==> src/rtl/fpga_pkg.sv <==
// fpga_pkg: shared types for the LED display path.
//   binary_data_t : 4-bit pattern driven to the LED decoder (bin2leds)
//   mode_t        : display mode of leds_sequencer
//   shift_dir_t   : travel direction of the lit bit in SHIFT mode
//   next_mode()   : mode sequence STATIC -> COUNT -> SHIFT -> BLINK -> STATIC
package fpga_pkg;

  typedef logic [3:0] binary_data_t;

  typedef enum logic [1:0] {
    STATIC = 2'd0,
    COUNT  = 2'd1,
    SHIFT  = 2'd2,
    BLINK  = 2'd3
  } mode_t;

  typedef enum logic {
    DIR_LEFT  = 1'b0,
    DIR_RIGHT = 1'b1
  } shift_dir_t;

  // Bounce points of the SHIFT pattern
  localparam binary_data_t SHIFT_MSB = 4'b1000;
  localparam binary_data_t SHIFT_LSB = 4'b0001;

  function automatic mode_t next_mode(input mode_t m);
    mode_t n;
    case (m)
      STATIC:  n = COUNT;
      COUNT:   n = SHIFT;
      SHIFT:   n = BLINK;
      default: n = STATIC;
    endcase
    return n;
  endfunction

endpackage

==> src/rtl/tick_gen.sv <==
// tick_gen: prescaler producing one step strobe every TICK_DIV cycles.
//   clk  : system clock
//   rst  : synchronous active-high reset, clears the count
//   en   : 1 = count advances, 0 = count holds and tick is suppressed
//   clr  : synchronous clear of the count (restart of a period)
//   tick : high for the whole cycle in which the count equals TICK_DIV-1
module tick_gen #(
  parameter int unsigned TICK_DIV = 27_000_000
) (
  input  logic clk,
  input  logic rst,
  input  logic en,
  input  logic clr,
  output logic tick
);

  localparam int unsigned CW = $clog2(TICK_DIV);
  localparam logic [CW-1:0] CNT_MAX = CW'(TICK_DIV - 1);

  logic [CW-1:0] count;
  logic          at_max;

  assign at_max = (count == CNT_MAX);
  // Gated by rst so no strobe is seen while the block is held in reset
  assign tick   = en & ~rst & at_max;

  always_ff @(posedge clk) begin
    if (rst || clr) begin
      count <= '0;
    end else if (en) begin
      count <= at_max ? '0 : count + CW'(1);
    end
  end

endmodule

==> src/rtl/leds_sequencer.sv <==
// leds_sequencer: generates the 4-bit LED pattern in one of four modes.
//   clk         : system clock
//   rst         : synchronous active-high reset
//   en          : 1 = prescaler runs, 0 = prescaler and pattern frozen
//   mode_step   : single-cycle pulse, advance to the next display mode
//   sw_data     : switch value shown in STATIC mode
//   binary_data : registered pattern, feeds bin2leds.binary_data
//   mode        : current display mode (FSM state register)
//   tick        : one-cycle strobe marking each pattern step
module leds_sequencer
  import fpga_pkg::*;
#(
  parameter int unsigned TICK_DIV = 27_000_000
) (
  input  logic         clk,
  input  logic         rst,
  input  logic         en,
  input  logic         mode_step,
  input  binary_data_t sw_data,
  output binary_data_t binary_data,
  output mode_t        mode,
  output logic         tick
);

  logic         step_tick;
  shift_dir_t   dir;
  binary_data_t shifted;

  // A mode change restarts the step period
  tick_gen #(
    .TICK_DIV(TICK_DIV)
  ) u_tick_gen (
    .clk (clk),
    .rst (rst),
    .en  (en),
    .clr (mode_step),
    .tick(step_tick)
  );

  assign tick = step_tick;

  always_comb begin
    shifted = (dir == DIR_LEFT) ? (binary_data << 1) : (binary_data >> 1);
  end

  // mode_step has priority over a coincident tick: the step is dropped
  always_ff @(posedge clk) begin
    if (rst) begin
      mode        <= STATIC;
      binary_data <= '0;
      dir         <= DIR_LEFT;
    end else if (mode_step) begin
      mode <= next_mode(mode);
      dir  <= DIR_LEFT;
      case (next_mode(mode))
        STATIC:  binary_data <= sw_data;
        SHIFT:   binary_data <= SHIFT_LSB;
        default: binary_data <= '0;
      endcase
    end else begin
      case (mode)
        STATIC: binary_data <= sw_data;
        COUNT: begin
          if (step_tick) binary_data <= binary_data + 4'd1;
        end
        SHIFT: begin
          if (step_tick) begin
            binary_data <= shifted;
            // Direction flips on reaching either end of the bar
            if (shifted == SHIFT_MSB) dir <= DIR_RIGHT;
            else if (shifted == SHIFT_LSB) dir <= DIR_LEFT;
          end
        end
        default: begin
          if (step_tick) binary_data <= ~binary_data;
        end
      endcase
    end
  end

endmodule
==> config.mk <==
export PLATFORM = sky130hd
export DESIGN_NAME = leds_sequencer
export DESIGN_NICKNAME = d
export VERILOG_FILES = /design/src/rtl/fpga_pkg.sv /design/src/rtl/tick_gen.sv /design/src/rtl/leds_sequencer.sv
export SDC_FILE = /design/constraint.sdc
export NUM_CORES = 1
export LEC_CHECK = 0
export CAP_MARGIN = 20
export CORE_MARGIN = 10
export CORE_UTILIZATION = 45
export DETAILED_ROUTE_END_ITERATION = 7
export GPL_TIMING_DRIVEN = 0
export PLACE_DENSITY = 0.74
export SYNTH_ARGS = -nofsm -noshare
export SYNTH_HDL_FRONTEND = slang
export SYNTH_SLANG_ARGS = --single-unit
==> constraint.sdc <==
create_clock -name clk -period 1.7 [get_ports clk]
set_clock_uncertainty 0.05 [all_clocks]
set_input_delay 0.34 -clock clk [delete_from_list [all_inputs] [get_ports clk]]
set_output_delay 0.34 -clock clk [all_outputs]
set_load 0.01 [all_outputs]
==> results.yml <==
routing:
  ant_nets: 0
  wl_per_cell_um: 16.4
  drt_wl_total_mm: 5.19
  drc_errors: 0
  firstDrtPassIters: 4
  drt_iter0_drc: 152
  routed_via_density: 6.03
  vias: 1904
placement:
  place_ws_ps: -570
  dp_hpwl_mm: 3.04
  io_buffer_count: 12
  place_congestion: 0.792
hold_path:
  hp-class: "in -> reg"
logic_synthesis:
  syn_area_per_cell_sq_um: 8.27
  synth_compound_area_frac: 0.172
  syn_inst: 226
  synth_edf_count: 0
  syn_area_sq_um: 1870
  ys_async_sr_fraction: 0
  ys.flop_type: "dfxtp_1"
  synth_cell_types: 50
  synthAdderAreaFrac: 0.0469
  synth_top_area_share: 0.343
  syn_nets: 241
  synth-seq-cells: 32
  synth.yosys.seq_area_share: 0.343
  synth_xor_xnor_area_share: 0.0563
  synth_top_family_by_area: "simple AND/OR/NAND/NOR gates"
  synthSimpleGateAreaFrac: 0.300
  yosys_warnings: 0
  synth_top_area_cell: "dfxtp_1"
  muxShareOfSynthArea: 0.0382
  yosys-top-cells-area: "dfxtp_1 (34%), ha_1 (4.7%), a21oi_1 (4.6%)"
cts:
  clock-sinks: 32
  htreeDepth: 2
  cts_tree: "yes"
  numCtsBuffers: 5
  clk_pin_slew_ps: 80
  clockBufferDepth: 2
  root_buffer: "clkbuf_8"
  clk_latency_ps: 290
sta:
  fin_ws_ps: -175
  slew_violations: 0
  fmax_mhz: 533
  rsz0062_at_grt: "yes"
  tightest_slew_ps: 428
  period_needed_ps: 1870
  final_hold_viol_count: 0
  setup_violations: 27
  timing.final.crit_share: 1.10
  max_slew_margin: 0.712
  setup_tns_ps: -3490
worst_setup_path:
  crit_path_cell_trace: "nor4bb_4 > nand4_1 > buf_4 > o21ai_4 > buf_6 > buf_6 > a21oi_1"
  cp.arrival_ps: 1990
  worstSetupPathType: "reg -> reg"
  path_max_fanout: 5
  critPathTopFamily: "simple AND/OR/NAND/NOR gates"
  max_stage_delay_ps: 360
  rrSetupSlack_ps: -170
  crit_top_cell: "buf_6"
  critical_path.startpoint_type: "flip-flop"
  worst_ep_required_time_ps: 1820
  critPathSlowestCell: "dfxtp_4"
  endpoint_kind: "flip-flop"
  cp.buffers_inverters: 3
global_route:
  grt.overflow.total: 0
  grt_pass1_wl_mm: 7.32
  antenna_found_initial: 0
  grt_pass1_vias: 1670
  grtUsageTotal: 0.119
  grt_max_degree: 13
floorplanning:
  die_area_sq_um: 7130
  coreArea_sq_um: 4000
  num_rows: 23
  die_w_um: 84.4
  die_y_um: 84.4
  io_pins: 15
  initial_utilization: 0.467
power:
  seq_power_share: 0.473
  p_int_uw: 1220
  power_density_nw_per_um2: 653
  p_clk_frac: 0.353
  p_leak_uw: 0.000825
  power.switching_uw: 498
  combPwrFrac: 0.175
  peakVddDrop_mv: 0.571
  switching_share: 0.290
run_status:
  status: "finished with violations"
  violations: "setup timing"
layout:
  area_delta_synth_final_pct: 40.5
  nets: 280
  antenna_cells: 0
  drive_gt1_frac: 0.410
  num-fill-cells: 296
run:
  drv_cap: 0
-- worst reg2reg max path, delay by kind of cell (launching register included) --
family	cells	cell delay [ps]
buffers and inverters	3	490
AND/OR/NAND/NOR	2	530
flip-flops	1	360
AO/OA/AOI/OAI	2	330
-- worst paths after layout --
kind / startpoint / to / depth (start not counted)
worst max-delay path: u_tick_gen.count[22]$_SDFFE_PP0P_ / u_tick_gen.count[24]$_SDFFE_PP0P_ / 7
worst min-delay path: en / u_tick_gen.count[0]$_SDFFE_PP0P_ / 3
worst max register to register: u_tick_gen.count[22]$_SDFFE_PP0P_ / u_tick_gen.count[24]$_SDFFE_PP0P_ / 7
worst min register to register: u_tick_gen.count[10]$_SDFFE_PP0P_ / u_tick_gen.count[10]$_SDFFE_PP0P_ / 2
-- per-stage QoR --
stage | util | total power [uW] | instance area [sq um] | hold WS, ps | cells
3_5_place_dp | 0.514 | 1060 | 2050 | 420 | 288
5_1_grt | 0.656 | 1780 | 2630 | 316 | 316
2_1_floorplan | - | 967 | 1870 | 397 | 226
4_1_cts | 0.569 | 1660 | 2280 | 263 | 301
3_3_place_gp | 0.514 | 1050 | 2050 | 414 | 288
6_report | 0.656 | 1710 | 2630 | 280 | 316
-- kinds of logic (layout without fill, tap and decap cells) --
kind of cell	after synthesis	count (layout)
fa+ha+maj	7	7
xor+xnor	12	12
compound gates	50	50
mux	7	7
simple gates	101	102
flops	32	32
buf+inv	17	56
-- cells in the final DEF, fill, tap and decap left out, types with 5 or more instances in the layout --
cell / netlist / layout
mux2i_1: 6 / 6
a21oi_1: 17 / 7
clkdlybuf4s50_1: 0 / 11
o21ai_0: 8 / 7
nand4_1: 7 / 7
dfxtp_1: 32 / 7
nand3_1: 12 / 10
inv_1: 8 / 8
clkbuf_8: 0 / 5
nor2_1: 22 / 12
buf_6: 2 / 9
a21oi_2: 1 / 11
nor2_2: 0 / 6
nand2_1: 20 / 20
xnor2_1: 9 / 9
dfxtp_2: 0 / 21
buf_4: 0 / 14
-- what timing repair did --
| action | 4_1_cts | 5_1_grt |
|---|---|---|
| cloned | 0 | 3 |
| hold buffers | 0 | 0 |
| gates resized for setup | 42 | 69 |
| endpoints found under the setup margin | 32 | 33 |
| setup buffers | 7 | 13 |
| pin swaps | 5 | 21 |
-- cell type report --
type,instances,area (sq um),area share
well taps,50,62.6,0.0238
repair buffers,34,310,0.118
clock inverters,3,23.8,0.00906
plain buffers,6,60.1,0.0229
inverters,8,30.0,0.0114
clock buffers,5,68.8,0.0262
flip-flops and latches,32,682,0.260
multi-input cells,178,1390,0.529
-- routing by layer --
layer	GRT usage	share of wire	up-vias
met5	0	0	-
met4	0.0479	0.011	0
met3	0.0309	0.042	7
met2	0.200	0.52	38
met1	0.140	0.43	944
li1	-	-	915
-- power by group through the flow --
stage                     registers, uW  clock network (uW)  logic (uW)
after detailed placement            825                   0         231
after floorplan                     824                   0         143
after global placement              825                   0         229
after global routing                815                 644         325
final                               810                 605         300
after CTS                           808                 613         238
-- sequential cells by signal, summed over array words and instances, names as in the netlist --
name,flops
dir,1
u_tick_gen.count,25
mode,2
binary_data,4
-- cell usage after synthesis (all sizes together) (6+ instances only) --
cell type  count
a21oi         18
and3           6
and4           7
dfxtp         32
ha             7
inv            8
mux2i          6
nand2         20
nand3         13
nand4          7
nor2          22
o21ai          9
xnor2          9
(Power assumes the default switching activity.)
